--- src/rtl/fourbit_4to1mux.sv ---
// rtl/fourbit_4to1mux.sv - 4:1 word mux with registered copy, captured select and change flag
// Optional feature macro: FOURBIT_4TO1MUX_ONEHOT_EN adds sel_oh, the one-hot decode of sel.
module fourbit_4to1mux #(
  parameter int WIDTH = 4
) (
  input  logic             clk,
  input  logic             rst,
  input  logic [1:0]       sel,
  input  logic [WIDTH-1:0] i3,
  input  logic [WIDTH-1:0] i2,
  input  logic [WIDTH-1:0] i1,
  input  logic [WIDTH-1:0] i0,
  input  logic             en,
  output logic [WIDTH-1:0] y,
  output logic [WIDTH-1:0] y_q,
  output logic [1:0]       sel_q,
  output logic             y_chg
`ifdef FOURBIT_4TO1MUX_ONEHOT_EN
  ,
  output logic [3:0]       sel_oh
`endif
);

  // Zero-latency select; all four codes map to a data word, so no default arm is needed.
  always_comb begin
    y = i0;
    unique case (sel)
      2'b00: y = i0;
      2'b01: y = i1;
      2'b10: y = i2;
      2'b11: y = i3;
    endcase
  end

  // Registered copy: reset wins over en, a hold clears the change flag, and a load
  // flags only a real change of the stored word (a new sel alone does not count).
  always_ff @(posedge clk) begin
    if (rst) begin
      y_q   <= '0;
      sel_q <= 2'b00;
      y_chg <= 1'b0;
    end else if (en) begin
      y_q   <= y;
      sel_q <= sel;
      y_chg <= (y != y_q);
    end else begin
      y_chg <= 1'b0;
    end
  end

`ifdef FOURBIT_4TO1MUX_ONEHOT_EN
  // One-hot view of the current select, bit n set when sel == n.
  always_comb begin
    sel_oh = 4'b0000;
    sel_oh[sel] = 1'b1;
  end
`endif

endmodule

--- config.mk ---
export PLATFORM = sky130hd
export DESIGN_NAME = fourbit_4to1mux
export DESIGN_NICKNAME = d
export VERILOG_FILES = /design/src/rtl/fourbit_4to1mux.sv
export SDC_FILE = /design/constraint.sdc
export NUM_CORES = 1
export LEC_CHECK = 0
export CORE_AREA = 2 2 39 41
export CTS_BUF_LIST = sky130_fd_sc_hd__clkbuf_8
export CTS_CLUSTER_DIAMETER = 40
export DETAILED_ROUTE_END_ITERATION = 7
export DIE_AREA = 0 0 41 43
export HOLD_SLACK_MARGIN = 0.03
export PLACE_DENSITY_LB_ADDON = 0.2
export SYNTH_ARGS = -nofsm -noshare
export SYNTH_HDL_FRONTEND = slang
export SYNTH_SLANG_ARGS = --single-unit
export TNS_END_PERCENT = 10
--- constraint.sdc ---
create_clock -name clk -period 2.03 [get_ports clk]
set_input_delay 0.203 -clock clk [delete_from_list [all_inputs] [get_ports clk]]
set_output_delay 0.203 -clock clk [all_outputs]
set_load 0.05 [all_outputs]
==> results of run 1 <==
-- critical path, stage by stage --
cell	delay, ns
clkdlybuf4s50_1	0.63
mux4_2	0.60
buf_4	0.22
-- metrics by stage --
step                      power, mW  std cells  setup slack [ns]  hold slack [ns]  util, %
after floorplan               0.272         31             0.597            0.275        -
after global placement        0.348         76             0.151            0.500     49.4
after detailed placement      0.348         76             0.158            0.511     49.4
after CTS                     0.544         80             0.157            0.533     52.7
after global routing          0.561         80             0.104            0.547     52.7
final                         0.537         80             0.177            0.539     52.7
-- worst min path at each step --
stage | endpoint | cells after the start
floorplan | sel_q[0]$_SDFFE_PP0P_ | 1
global placement | sel_q[1]$_SDFFE_PP0P_ | 2
detailed placement | sel_q[0]$_SDFFE_PP0P_ | 2
CTS | sel_q[1]$_SDFFE_PP0P_ | 2
global route | sel_q[1]$_SDFFE_PP0P_ | 2
finish | sel_q[1]$_SDFFE_PP0P_ | 2
-- where the power goes --
part | switching, mW | internal (mW) | total (mW)
combinational | 0.0996 | 0.0894 | 0.189
sequential | 0.00746 | 0.148 | 0.156
clock | 0.0598 | 0.133 | 0.193
total | 0.167 | 0.370 | 0.537
-- layer usage --
| layer | vias to the layer above | wire, µm | GRT usage (%) |
|---|---|---|---|
| met4 | 0 | 9 | 8.00 |
| li1 | 178 | - | - |
| met2 | 21 | 493 | 19.7 |
| met1 | 169 | 359 | 14.5 |
| met3 | 2 | 85 | 3.66 |
| met5 | - | 0 | 0 |
-- final cells by class --
cell class              count  area [µm²]
fillers                   131         654
clock inverters             1        5.00
multi-input cells          22         223
flip-flops and latches      7         140
clock buffers               3        41.3
well taps                  16        20.0
repair buffers             31         300
-- synth_stat cells (all sizes together) --
cell type / number
dfxtp: 7
nor2: 6
mux2i: 6
buf: 1
xnor2: 4
a41oi: 1
mux4: 4
clkbuf: 1
nand2b: 1
-- cell families (layout without fill, tap and decap cells) --
group / count (synthesis) / in the layout / synth area share [%]
flip-flops: 7 / 7 / 37.1
AO/OA/AOI/OAI: 1 / 1 / 2.32
multiplexers: 10 / 10 / 39.7
AND/OR/NAND/NOR: 7 / 7 / 7.62
XOR/XNOR: 4 / 4 / 9.27
buffers and inverters: 2 / 35 / 3.97
-- state kept, by name, indices dropped and copies added, names as in the netlist --
register	cells
y_chg	1
sel_q	2
y_q	4
==> impl_metrics.py, run 1 <==
metrics = {
    "yosys": {
        "synth_area_um2": 378,
        "synth_top_area_share_pct": 37.1,
        "ys_seq_area_share_pct": 37.1,
        "post_synth_num_cell_types": 9,
        "synthesis.nets": 52,
        "ys_ff_latch": 7,
        "synth_top_cell_by_area": "dfxtp_1",
        "synth_area_leaders": "dfxtp_1 37%, mux4_2 24%, mux2i_1 16%",
        "synth_cells": 31,
        "avgSynthCellArea_um2": 12.2,
        "synth-warning-count": 0,
    },
    "timing": {
        "fmax_mhz": 540,
        "grt_setup_unrepaired": "no",
        "hold_violations": 0,
        "worstMarginPinSlew_ns": 0.503,
        "slew_violations": 0,
        "setup_tns_ns": 0,
        "period_share_pct": 91.3,
        "period_needed_ns": 1.85,
        "setup_violations": 0,
        "relSlewSlack_pct": 66.4,
        "final.setup_skew_ns": 0.00567,
    },
    "clocking": {
        "root_buffer": "clkbuf_8",
        "post_cts_buffers": 0,
        "numCtsBuffers": 3,
        "clkTransAtPathRegs_ns": 0.04,
        "cts.path.max_buffers": 2,
        "cts_resized": 0,
        "clkSinkCount": 7,
        "h-tree-depth": 1,
        "clkLatencyLatePin_ns": 0.22,
        "ctsHoldBuffers": 0,
        "cts_tree": "yes",
    },
    "placement": {
        "placed_area_um2": 683,
        "gp_congestion": 0.661,
        "port_buffers": 31,
    },
    "finish": {
        "final_cell_mix": "27 x clkdlybuf4s50_1, 7 x dfxtp_1, 6 x mux2i_1, 6 x nor2_1",
        "num_antenna_cells": 0,
        "fin_area_um2": 729,
        "drive_gt1_share_pct": 18.8,
        "layout_commonest_cell": "clkdlybuf4s50_1",
        "area_growth_pct": 93.0,
        "nets": 86,
    },
    "critical_path": {
        "reg2reg_depth": 2,
        "r2r_setup_slack_ns": 1.28,
        "required_ns": 1.83,
        "r2r_start": "y_q[1]$_SDFFE_PP0P_",
        "endpoint": "y[3]",
        "critPathMaxFanout": 5,
        "worstSetupStartpointType": "primary input",
        "worstSetupPathType": "primary input to primary output",
        "end_kind": "primary output",
        "r2r_end": "y_chg$_SDFF_PP0_",
        "worst_ep_arrival_time_ns": 1.65,
        "cp-startpoint": "sel[0]",
    },
    "power": {
        "p_per_area_nw_per_um2": 737,
        "leakage_nw": 0.288,
        "vdd_drop_max_mv": 0.437,
    },
    "global_route": {
        "grt_pass1_vias": 370,
        "antenna_found_initial": 0,
        "grt_util_all_layers_pct": 12.7,
        "grt_max_degree": 8,
        "grt.overflow.total": 0,
        "grt_pass1_wl_um": 1480,
    },
    "drt": {
        "vias": 370,
        "first_pass_iters": 2,
        "drt-total-wl_um": 947,
        "viasPerCell": 4.63,
        "drtIter0Drc": 1,
        "wl_per_cell_um": 11.8,
        "drc_errors": 0,
        "ant_nets": 0,
    },
    "min_path": {
        "hold_start": "sel_q[1]$_SDFFE_PP0P_",
        "hp-class": "register to register",
    },
    "die": {
        "die-area_um2": 1760,
        "die_w_um": 41,
        "row_count": 14,
        "start_util_pct": 27.3,
        "die_h_um": 43,
        "ioPinCount": 32,
        "core_um2": 1380,
    },
    "run": {
        "cap_violations": 0,
    },
    "outcome": {
        "outcome": "complete, no violations",
    },
}
(Power assumes the default switching activity.)
==> inputs of run 2 (changes only) <==
--- a/config.mk
+++ b/config.mk
@@ -11,7 +11,7 @@
 export DETAILED_ROUTE_END_ITERATION = 7
 export DIE_AREA = 0 0 41 43
 export HOLD_SLACK_MARGIN = 0.03
-export PLACE_DENSITY_LB_ADDON = 0.2
+export PLACE_DENSITY = 0.73
 export SYNTH_ARGS = -nofsm -noshare
 export SYNTH_HDL_FRONTEND = slang
 export SYNTH_SLANG_ARGS = --single-unit
==> impl_metrics.py, run 2 (synthesis gave the netlist of run 1 again) <==
metrics = {
    "critical_path": {
        "worstSetupPathType": "primary input to primary output",
        "r2r_start": "y_q[1]$_SDFFE_PP0P_",
        "required_ns": 1.83,
        "worst_ep_arrival_time_ns": 1.66,
        "worstSetupStartpointType": "primary input",
        "reg2reg_depth": 2,
        "r2r_end": "y_chg$_SDFF_PP0_",
        "r2r_setup_slack_ns": 1.26,
        "worstPathCellList": "clkdlybuf4s50_1, mux4_2, buf_4",
        "end_kind": "primary output",
        "cpMaxStageDelayCell": "clkdlybuf4s50_1",
        "critPathMaxFanout": 5,
        "cp_slowest_stage_delay_ns": 0.65,
    },
    "drt": {
        "ant_nets": 0,
        "drt-total-wl_um": 1020,
        "viasPerCell": 4.65,
        "first_pass_iters": 2,
        "drtIter0Drc": 6,
        "vias": 372,
        "drc_errors": 0,
        "wl_per_cell_um": 12.8,
    },
    "clocking": {
        "clkSinkCount": 7,
        "post_cts_buffers": 0,
        "ctsHoldBuffers": 0,
        "clkTransAtPathRegs_ns": 0.04,
        "cts_resized": 0,
        "cts_tree": "yes",
        "clkLatencyLatePin_ns": 0.23,
        "numCtsBuffers": 3,
        "cts.path.max_buffers": 2,
        "h-tree-depth": 1,
        "root_buffer": "clkbuf_8",
    },
    "die": {
        "ioPinCount": 32,
        "die_h_um": 43,
        "die-area_um2": 1760,
        "row_count": 14,
        "core_um2": 1380,
        "die_w_um": 41,
        "start_util_pct": 27.3,
    },
    "finish": {
        "largest_reg_flops": 4,
        "drive_gt1_share_pct": 18.8,
        "layout_commonest_cell": "clkdlybuf4s50_1",
        "fin_util_pct": 52.7,
        "nets": 86,
        "top_register": "y_q",
        "area_growth_pct": 93.0,
        "fillers": 132,
        "final_cell_mix": "27 x clkdlybuf4s50_1, 7 x dfxtp_1, 6 x mux2i_1, 6 x nor2_1",
        "num_antenna_cells": 0,
        "largestRegisters": "y_q (4), sel_q (2), y_chg (1)",
    },
    "global_route": {
        "grt_max_degree": 8,
        "grt.overflow.total": 0,
        "grt_pass1_vias": 404,
        "antenna_found_initial": 0,
        "grt_pass1_wl_um": 1590,
        "grt_util_all_layers_pct": 14.1,
    },
    "power": {
        "pwr-share-seq_pct": 28.7,
        "vdd_drop_max_mv": 0.393,
        "total_power_mw": 0.541,
        "p_per_area_nw_per_um2": 741,
        "leakage_nw": 0.288,
        "swShare_pct": 31.4,
        "power_frac_comb_pct": 35.4,
        "intPower_mw": 0.371,
        "p_sw_mw": 0.170,
        "clkPwrFrac_pct": 35.9,
    },
    "timing": {
        "slew_violations": 0,
        "hold_ws_ns": 0.493,
        "fmax_mhz": 537,
        "relSlewSlack_pct": 66.6,
        "period_needed_ns": 1.86,
        "final.setup_skew_ns": 0.00324,
        "setup_violations": 0,
        "hold_violations": 0,
        "setup_slack_ns": 0.169,
        "period_share_pct": 91.7,
        "worstMarginPinSlew_ns": 0.500,
        "setup_tns_ns": 0,
        "grt_setup_unrepaired": "no",
    },
    "min_path": {
        "hold_start": "sel_q[1]$_SDFFE_PP0P_",
        "hp-class": "register to register",
        "whs_path_depth": 2,
        "hold_path_end": "sel_q[1]$_SDFFE_PP0P_",
    },
    "outcome": {
        "outcome": "complete, no violations",
    },
    "placement": {
        "port_buffers": 31,
        "pre_cts_slack_ns": 0.103,
        "gp_congestion": 0.726,
    },
    "run": {
        "cap_violations": 0,
    },
}
[run 2: cell counts in the layout (fill, tap and decap cells not counted)]
Identical to the previous run, type by type.
[run 2: layer usage]
layer	part of all wire [%]	vias to the layer above	global-route usage [%]
li1	-	179	-
met1	36	170	13.0
met2	53	21	25.0
met3	9.7	2	5.76
met4	0.98	0	6.00
met5	0	-	0
[run 2: layout make-up]
class,instances,area [µm²],area share (%)
repair buffers,31,300,41.2
clock inverters,1,5.00,0.686
flip-flops and latches,7,140,19.2
multi-input cells,22,223,30.5
clock buffers,3,41.3,5.66
well taps,16,20.0,2.74
[run 2: how the worst max path moves through the flow]
stage	depth (start not counted)	slack (ns)	startpoint	end
2_1_floorplan	4	0.60	sel[0]	y_chg$_SDFF_PP0_
3_3_place_gp	4	0.11	sel[0]	y_chg$_SDFF_PP0_
3_5_place_dp	4	0.10	sel[0]	y_chg$_SDFF_PP0_
4_1_cts	3	0.15	sel[0]	y[3]
5_1_grt	3	0.10	sel[0]	y[0]
6_report	3	0.17	sel[0]	y[0]
[run 2: power by group through the flow]
stage	logic [mW]	clock network, mW	registers (mW)
floorplan	0.0809	0	0.191
global placement	0.191	0	0.157
detailed placement	0.192	0	0.158
CTS	0.194	0.200	0.155
global route	0.201	0.209	0.156
finish	0.192	0.194	0.155
[run 2: worst max-delay path: cells and delay by family]
family                 cells  cell delay [ns]
buffers and inverters      2             0.86
muxes                      1             0.59
[run 2: per-stage QoR]
step	std cells	cell area [µm²]
after floorplan	31	378
after global placement	76	683
after detailed placement	76	683
after CTS	80	729
after global routing	80	729
final	80	729
==> inputs of run 3 (changes only) <==
--- a/config.mk
+++ b/config.mk
@@ -12,6 +12,7 @@
 export DIE_AREA = 0 0 41 43
 export HOLD_SLACK_MARGIN = 0.03
 export PLACE_DENSITY = 0.73
+export REMOVE_ABC_BUFFERS = 1
 export SYNTH_ARGS = -nofsm -noshare
 export SYNTH_HDL_FRONTEND = slang
 export SYNTH_SLANG_ARGS = --single-unit
==> impl_metrics.py, run 3 (synthesis gave the netlist of run 1 again) <==
metrics = {
    "global_route": {
        "grt_pass1_wl_um": 1500,
        "grt.overflow.total": 0,
        "grt_util_all_layers_pct": 13.1,
        "grt_pass1_vias": 392,
        "antenna_found_initial": 0,
        "grt_max_degree": 8,
    },
    "placement": {
        "place_inst": 76,
        "gp_congestion": 0.638,
        "port_buffers": 31,
    },
    "drt": {
        "wl_per_cell_um": 11.5,
        "viasPerCell": 4.54,
        "first_pass_iters": 2,
        "ant_nets": 0,
        "drc_errors": 0,
        "drt-total-wl_um": 920,
        "drtIter0Drc": 2,
        "vias": 363,
    },
    "die": {
        "core_um2": 1380,
        "row_count": 14,
        "die-area_um2": 1760,
        "start_util_pct": 27.3,
        "die_h_um": 43,
        "ioPinCount": 32,
        "die_w_um": 41,
    },
    "clocking": {
        "cts_tree": "yes",
        "clkTransAtPathRegs_ns": 0.04,
        "numCtsBuffers": 3,
        "ctsHoldBuffers": 0,
        "h-tree-depth": 1,
        "post_cts_buffers": 0,
        "cts.path.max_buffers": 2,
        "clkLatencyLatePin_ns": 0.23,
        "clkSinkCount": 7,
        "root_buffer": "clkbuf_8",
        "cts_resized": 0,
    },
    "critical_path": {
        "end_kind": "primary output",
        "critPathMaxFanout": 5,
        "worstSetupStartpointType": "primary input",
        "worst_ep_arrival_time_ns": 1.64,
        "worstSetupPathType": "primary input to primary output",
        "required_ns": 1.83,
    },
    "timing": {
        "relSlewSlack_pct": 66.8,
        "period_needed_ns": 1.84,
        "grt_setup_unrepaired": "no",
        "final.setup_skew_ns": 0.00221,
        "hold_violations": 0,
        "period_share_pct": 90.9,
        "worstMarginPinSlew_ns": 0.497,
        "setup_tns_ns": 0,
        "setup_violations": 0,
        "slew_violations": 0,
        "fmax_mhz": 542,
    },
    "power": {
        "clkPwrFrac_pct": 36.6,
        "power_frac_comb_pct": 34.8,
        "pwr-share-seq_pct": 28.6,
        "leakage_nw": 0.290,
        "p_per_area_nw_per_um2": 745,
        "swShare_pct": 32.0,
        "p_sw_mw": 0.173,
        "vdd_drop_max_mv": 0.398,
        "total_power_mw": 0.542,
        "intPower_mw": 0.369,
    },
    "outcome": {
        "outcome": "complete, no violations",
    },
    "finish": {
        "layout_commonest_cell": "clkdlybuf4s50_1",
        "fin_util_pct": 52.6,
        "num_antenna_cells": 0,
        "area_growth_pct": 92.7,
        "final_cell_mix": "27 x clkdlybuf4s50_1, 7 x dfxtp_1, 6 x mux2i_1, 6 x nor2_1",
        "stdcell_count": 80,
        "nets": 86,
        "drive_gt1_share_pct": 17.2,
        "largestRegisters": "y_q (4), sel_q (2), y_chg (1)",
        "largest_reg_flops": 4,
        "top_register": "y_q",
        "fillers": 132,
    },
    "run": {
        "cap_violations": 0,
    },
    "min_path": {
        "hp-class": "register to register",
    },
}
-- run 3: worst max-delay path: stages --
cell	delay, ns
clkdlybuf4s50_1	0.63
mux4_2	0.59
buf_4	0.22
-- run 3: power groups by stage --
| stage | clock network, mW | registers (mW) | logic (mW) |
|---|---|---|---|
| floorplan | 0 | 0.191 | 0.0744 |
| global placement | 0 | 0.157 | 0.190 |
| detailed placement | 0 | 0.157 | 0.190 |
| CTS | 0.203 | 0.155 | 0.191 |
| global route | 0.207 | 0.157 | 0.199 |
| finish | 0.198 | 0.155 | 0.189 |
-- run 3: layout make-up --
cell class | count | area, µm² | area share [%]
clock buffers | 3 | 41.3 | 5.67
repair buffers | 31 | 300 | 41.2
flip-flops and latches | 7 | 140 | 19.2
clock inverters | 1 | 3.75 | 0.515
well taps | 16 | 20.0 | 2.75
multi-input cells | 22 | 223 | 30.6
-- run 3: final timing paths --
path | from | end | slack, ns | depth (start not counted)
worst max-delay path | sel[0] | y[0] | 0.19 | 3
worst min-delay path | sel_q[1]$_SDFFE_PP0P_ | sel_q[1]$_SDFFE_PP0P_ | 0.50 | 2
worst max register to register | y_q[2]$_SDFFE_PP0P_ | y_chg$_SDFF_PP0_ | 1.27 | 2
worst min register to register | sel_q[1]$_SDFFE_PP0P_ | sel_q[1]$_SDFFE_PP0P_ | 0.50 | 2
-- run 3: metal layers --
metal	global-route usage [%]	vias to the layer above	share of wire (%)
met2	18.4	22	49
met3	3.14	0	8.4
met1	16.2	163	43
li1	-	178	-
met4	10.0	0	0
met5	0	-	0
-- run 3: through the flow --
stage / setup WS (ns) / area, µm² / hold slack [ns]
floorplan: 0.715 / 363 / 0.275
global placement: 0.171 / 683 / 0.485
detailed placement: 0.167 / 683 / 0.485
CTS: 0.177 / 728 / 0.503
global route: 0.147 / 728 / 0.515
finish: 0.186 / 728 / 0.495
